[src/rtl/b10_down_counter.sv]
// Multi-digit BCD down counter with parallel load, wrap/stop-at-zero mode,
// borrow-out for cascading, a terminal-count done pulse and a bad-load err pulse.
module b10_down_counter #(
  parameter int DIGITS = 2
) (
  input  logic                  clock,
  input  logic                  reset,
  input  logic                  load,
  input  logic [4*DIGITS-1:0]   d,
  input  logic                  ei,
  input  logic                  wrap,
  output logic [4*DIGITS-1:0]   q,
  output logic                  eu,
  output logic                  zero,
  output logic                  done,
  output logic                  err
);

  localparam logic [4*DIGITS-1:0] VALUE_ONE = {{(4*DIGITS-1){1'b0}}, 1'b1};

  logic [4*DIGITS-1:0] count_q, count_d;
  logic                done_q, done_d;
  logic                err_q, err_d;
  logic                zero_s;

  // Non-BCD load digits are forced to 9 so q never holds an illegal digit.
  function automatic logic [3:0] clamp_digit(input logic [3:0] v);
    clamp_digit = (v > 4'd9) ? 4'd9 : v;
  endfunction

  function automatic logic [3:0] dec_digit(input logic [3:0] v);
    dec_digit = (v == 4'd0) ? 4'd9 : (v - 4'd1);
  endfunction

  assign zero_s = (count_q == {(4*DIGITS){1'b0}});

  // Next-state logic: load beats decrement beats hold.
  always_comb begin
    logic                borrow;
    logic                bad;
    logic [4*DIGITS-1:0] load_val;
    logic [4*DIGITS-1:0] dec_val;

    count_d  = count_q;
    done_d   = 1'b0;
    err_d    = 1'b0;
    borrow   = 1'b1;
    bad      = 1'b0;
    load_val = {(4*DIGITS){1'b0}};
    dec_val  = count_q;

    for (int i = 0; i < DIGITS; i++) begin
      load_val[4*i +: 4] = clamp_digit(d[4*i +: 4]);
      if (d[4*i +: 4] > 4'd9) begin
        bad = 1'b1;
      end else begin
        bad = bad;
      end
      // A digit borrows only when every lower digit is already zero.
      if (borrow) begin
        dec_val[4*i +: 4] = dec_digit(count_q[4*i +: 4]);
      end else begin
        dec_val[4*i +: 4] = count_q[4*i +: 4];
      end
      borrow = borrow & (count_q[4*i +: 4] == 4'd0);
    end

    if (load) begin
      count_d = load_val;
      err_d   = bad;
    end else if (ei) begin
      done_d = (count_q == VALUE_ONE);
      if (zero_s && !wrap) begin
        count_d = count_q;
      end else begin
        count_d = dec_val;
      end
    end else begin
      count_d = count_q;
    end
  end

  // State and registered flags; reset overrides everything.
  always_ff @(posedge clock) begin
    if (reset) begin
      count_q <= {(4*DIGITS){1'b0}};
      done_q  <= 1'b0;
      err_q   <= 1'b0;
    end else begin
      count_q <= count_d;
      done_q  <= done_d;
      err_q   <= err_d;
    end
  end

  assign q    = count_q;
  assign zero = zero_s;
  assign eu   = ei & zero_s;
  assign done = done_q;
  assign err  = err_q;

endmodule
[config.mk]
export PLATFORM = sky130hd
export DESIGN_NAME = b10_down_counter
export DESIGN_NICKNAME = d
export VERILOG_FILES = /design/src/rtl/b10_down_counter.sv
export SDC_FILE = /design/constraint.sdc
export NUM_CORES = 1
export LEC_CHECK = 0
export BUFFER_PORTS_ARGS = -buffer_cell sky130_fd_sc_hd__buf_2
export CORE_MARGIN = 2
export CORE_UTILIZATION = 30
export CTS_BUF_LIST = sky130_fd_sc_hd__clkbuf_8
export DETAILED_ROUTE_END_ITERATION = 12
export GPL_TIMING_DRIVEN = 0
export MAX_ROUTING_LAYER = met4
export PLACE_DENSITY = 0.62
export REMOVE_ABC_BUFFERS = 1
export SYNTH_ARGS = -nofsm -noshare
export SYNTH_HDL_FRONTEND = slang
export SYNTH_SLANG_ARGS = --single-unit
[constraint.sdc]
create_clock -name clock -period 2.15 [get_ports clock]
set_input_delay 0.43 -clock clock [delete_from_list [all_inputs] [get_ports clock]]
set_output_delay 0.43 -clock clock [all_outputs]
set_load 0.01 [all_outputs]
==> results of run 1 <==
[sequential cells by signal, indices dropped and copies added, names as in the netlist]
name	count
done	1
err	1
q	8
[synth_stat cells, drive strengths merged (3+ instances only)]
cell	number	area share (%)
nor3	5	4.2
nand3	3	2.5
nand2	4	2.5
a21oi	4	3.4
inv	8	5.1
nor2	5	3.2
o21ai	8	6.7
dfxtp	10	34
a31oi	3	3.2
[kinds of logic after synthesis]
group                  after synthesis
AOI/OAI and AO/OA                   30
and+or+nand+nor                     24
DFF                                 10
buffers and inverters               11
[through the flow]
step / util, % / setup WS (ns)
global route: 41.2 / 0.0763
floorplan: - / 0.405
CTS: 41.2 / 0.149
global placement: 38.3 / 0.439
detailed placement: 38.3 / 0.414
finish: 41.2 / 0.143
[power by group through the flow]
stage	clock network [mW]	logic [mW]	registers, mW
2_1_floorplan	0	0.0770	0.226
3_3_place_gp	0	0.131	0.222
3_5_place_dp	0	0.133	0.222
4_1_cts	0.241	0.134	0.219
5_1_grt	0.253	0.145	0.221
6_report	0.238	0.134	0.219
[metal layers]
layer / vias to the layer above / share of wire [%] / GRT usage [%]
met1: 289 / 51 / 17.8
met3: 0 / 8.3 / 5.86
met2: 29 / 41 / 16.2
li1: 334 / - / -
met5: - / 0 / -
met4: 0 / 0 / 1.43
[critical path, cell delays in order, from the launching register on]
cell and delay [ns]:
dfxtp_1 0.37, or3_4 0.44, nand3b_4 0.19, nor4_1 0.18, buf_2 0.17
[layout make-up]
cell class / instances / area (µm²)
clock buffers: 4 / 55.1
well taps: 27 / 33.8
repair buffers: 24 / 120
fillers: 207 / 1130
inverters: 8 / 30.0
flip-flops and latches: 10 / 200
multi-input cells: 54 / 353
[path summary, 6_finish.rpt]
path	start	end	slack [ns]	depth (start not counted)
setup reg to reg	q[4]	q[0]	0.48	4
setup / recovery	q[4]	eu	0.14	4
hold / removal	d[1]	q[1]	0.47	3
hold reg to reg	q[6]	q[6]	0.53	2
==> flow_metrics.tcl, run 1 <==
set metrics [dict create \
    globalRouteTotalUtil_pct 12.4 \
    drc 0 \
    nets 114 \
    drv_cap 0 \
    p_leak_nw 0.351 \
    hold_path.class "input pin to register" \
    syn2layout_area_growth_pct 33.3 \
    dp_hpwl_um 1080 \
    ant_nets 0 \
    cts_tree "done" \
    ys_warn_count 0 \
    row_count 16 \
    root_buffer "clkbuf_8" \
    async_reset_ff_share_pct 0 \
    final_cell_mix "buf_2, dfxtp_1, inv_1, o21ai_0" \
    via_per_inst 5.13 \
    yosys_most_used_dff "dfxtp_1" \
    whs_ns 0.468 \
    rsz0062_at_grt "false" \
    synthXorXnorAreaFrac_pct 0 \
    required_ns 1.72 \
    synth_cell_type_count 27 \
    h-tree-depth 1 \
    power.total_mw 0.591 \
    synth_top_family_by_area "compound AO/OA/AOI/OAI gates" \
    placed_cells 123 \
    min_period_ns 2.01 \
    vias 652 \
    drv_slew 0 \
    synth_edf_count 0 \
    p_switching_mw 0.169 \
    numPortBuffers 24 \
    yosysSeqAreaShare_pct 33.7 \
    synth_seq_cells 10 \
    syn_area_per_cell_um2 7.92 \
    initial_core_util_pct 30.9 \
    gp_congestion 0.763 \
    max_slew_margin_pct 72.1 \
    cts_resized 0 \
    design_area_um2 792 \
    finalNonFillerCells 127 \
    cp.arrival_ns 1.58 \
    ios 25 \
    crit_fanout 7 \
    core_area_um2 1920 \
    dr.pass1.iters 6 \
    p_int_mw 0.422 \
    clock_latency_ns 0.24 \
    switching_share_pct 28.6 \
    hold_viol 0 \
    wirelength_um 1530 \
    grt_max_degree 22 \
    die_area_um2 2350 \
    first_global_vias 478 \
    cts_made_buffers 3 \
    grt_pass1_wl_um 2230 \
    dpl-instance-area_um2 737 \
    die_w_um 48.5 \
    cts_setup_buffers 0 \
    clkPwrFrac_pct 40.3 \
    status "completed" \
    clockBufferDepth 2 \
    path_class "register to primary output" \
    synthAdderAreaFrac_pct 0 \
    holdBufCountCts 0 \
    avgRoutedWirePerCell_um 12.0 \
    synth-compound-area-share_pct 34.7 \
    pwr-share-comb_pct 22.6 \
    cts_sinks 10 \
    fin_crit_sh_pct 93.3 \
    p_seq_share_pct 37.1 \
    die_y_um 48.5 \
    ir_worst_vdd_mv 0.329 \
    end_kind "primary output" \
    clk_pin_slew_ns 0.05 \
    skew_ns 0.00343 \
    drive_gt1_share_pct 32.0 \
    setup_viol 0 \
    crit_path_start_kind "register" \
    antenna_found_initial 0 \
    synthMuxAreaShare_pct 0 \
    netlist_instances 75 \
    layout_commonest_cell "buf_2" \
    tns_ns 0 \
    max_slew.worst_pin.slew_ns 0.417 \
    diodes 0 \
    netlist_area_um2 594 \
    max_freq_ghz 0.498 \
    synth_simple_gate_area_share_pct 24.6 \
    power_density_nw_per_um2 746 \
    gr-total-overflow 0 \
    drtIter0Drc 17 \
]
Power figures use the tool's default switching activity.
==> run 2, diff against run 1 <==
Settings changed: PLACE_DENSITY 0.62 to 0.64, SETUP_SLACK_MARGIN set to 0.2.
Clock period 2.15 ns to 1.6 ns, I/O delays scaled along.
==> run 2 against run 1 <==
  * The run now ends with negative setup slack left
  * Critical path depth unchanged
  * Wire length grew 14%
  * Combinational power up 59%
  * Sequential power is 35% higher
  * Critical endpoint unchanged
  * First-iteration DRC count increased by 120%
  * Largest power group unchanged
  * Global-route usage is 2.2 points higher
  * Register-to-register slack worse by 0.62 ns
  * Non-clock buffer count grew 4
  * Final cell count rose by 3.1%
  * Worst setup slack lost 0.31 ns
  * Flip-flop and latch count stayed put
==> flow_metrics.tcl, run 2 (synthesized netlist as in run 1, its figures left out) <==
set metrics [dict create \
    row_count 16 \
    slowest_stage "or3_4" \
    pwr-share-comb_pct 25.7 \
    root_buffer "clkbuf_8" \
    numPortBuffers 24 \
    hold_path.class "input pin to register" \
    p_switching_mw 0.243 \
    diodes 0 \
    clk_pin_slew_ns 0.05 \
    layout_commonest_cell "buf_2" \
    nets 118 \
    dp_hpwl_um 1170 \
    die_w_um 48.5 \
    gp_congestion 0.782 \
    p_seq_share_pct 35.6 \
    largest_reg_flops 8 \
    drive_gt1_share_pct 39.4 \
    cp.arrival_ns 1.45 \
    max_slew.worst_pin.slew_ns 0.422 \
    fin_crit_sh_pct 111 \
    die_area_um2 2350 \
    crit_chain "or3_4, nand3b_4, nor4_4, buf_2" \
    final_cell_mix "buf_2, inv_1, o21ai_0, dfxtp_1, nor2_1" \
    critPathMaxStageDelay_ns 0.37 \
    p_int_mw 0.586 \
    end_kind "primary output" \
    clockBufferDepth 2 \
    crit_path_start_kind "register" \
    violations "negative setup slack" \
    design_area_um2 848 \
    min_period_ns 1.77 \
    cts_made_buffers 3 \
    dpl-instance-area_um2 737 \
    ir_worst_vdd_mv 0.408 \
    hold_viol 0 \
    tns_ns -0.608 \
    finalWorstSetupSlack_ns -0.171 \
    avgRoutedWirePerCell_um 13.3 \
    cts_tree "done" \
    drv_cap 0 \
    cts_sinks 10 \
    rsz0062_at_grt "true" \
    max_freq_ghz 0.565 \
    via_per_inst 5.53 \
    max_slew_margin_pct 71.8 \
    initial_core_util_pct 30.9 \
    clock_latency_ns 0.24 \
    vias 724 \
    fillers 222 \
    globalRouteTotalUtil_pct 14.7 \
    drtIter0Drc 38 \
    skew_ns 0.00121 \
    gr-total-overflow 0 \
    grt_pass1_wl_um 2540 \
    ios 25 \
    status "finished with violations" \
    setup_viol 9 \
    wirelength_um 1740 \
    antenna_found_initial 0 \
    p_leak_nw 0.377 \
    path_class "register to primary output" \
    holdBufCountCts 0 \
    switching_share_pct 29.4 \
    whs_ns 0.359 \
    dr.pass1.iters 4 \
    post-place-ws_ns -0.0635 \
    core_area_um2 1920 \
    drc 0 \
    h-tree-depth 1 \
    power_density_nw_per_um2 977 \
    crit_fanout 4 \
    final_core_util_pct 44.1 \
    syn2layout_area_growth_pct 42.7 \
    clkPwrFrac_pct 38.7 \
    die_y_um 48.5 \
    first_global_vias 524 \
    required_ns 1.28 \
    grt_max_degree 22 \
    drv_slew 0 \
    ant_nets 0 \
]
==> run 2: path summary, 6_finish.rpt <==
path / start / endpoint / slack, ns / cells after the start
min reg2reg: q[3] / q[3] / 0.59 / 1
max: q[5] / eu / -0.17 / 4
max reg2reg: q[5] / q[0] / -0.14 / 5
min: d[1] / q[1] / 0.36 / 3
==> run 2: area by class of cell <==
class / count / area, µm² / share of cell area, %
Multi-Input combinational cell: 54 / 373 / 44.0
Sequential cell: 10 / 206 / 24.3
Timing Repair Buffer: 28 / 150 / 17.7
Clock buffer: 4 / 55.1 / 6.49
Tap cell: 27 / 33.8 / 3.98
Inverter: 8 / 30.0 / 3.54
==> run 2: power by group through the flow <==
stage | combinational [mW] | sequential, mW | clock, mW
finish | 0.213 | 0.295 | 0.321
global route | 0.229 | 0.298 | 0.345
CTS | 0.201 | 0.293 | 0.330
detailed placement | 0.181 | 0.299 | 0
global placement | 0.176 | 0.298 | 0
floorplan | 0.103 | 0.303 | 0
==> run 2: worst max-delay path, delay by kind of cell, from the launching register on <==
family / cells / cell delay, ns
buffers and inverters: 1 / 0.16
flip-flops: 1 / 0.34
AND/OR/NAND/NOR: 3 / 0.71
==> run 2: stage by stage <==
step / power, mW / std cells
floorplan: 0.407 / 72
global placement: 0.474 / 123
detailed placement: 0.480 / 123
CTS: 0.824 / 130
global route: 0.873 / 131
finish: 0.829 / 131
==> run 2: what timing repair did <==
item                                    CTS  global route
gates cloned                              0             0
setup buffers                             3             1
endpoints found under the setup margin    9            10
gates resized for setup                   7             1
pin swaps                                 1             1
==> run 2: layer usage <==
layer,vias to the layer above,global-route usage [%],wire [µm]
met5,-,-,0
met4,0,7.14,17
met3,2,6.48,165
met2,38,20.6,805
met1,337,17.9,754
li1,347,-,-
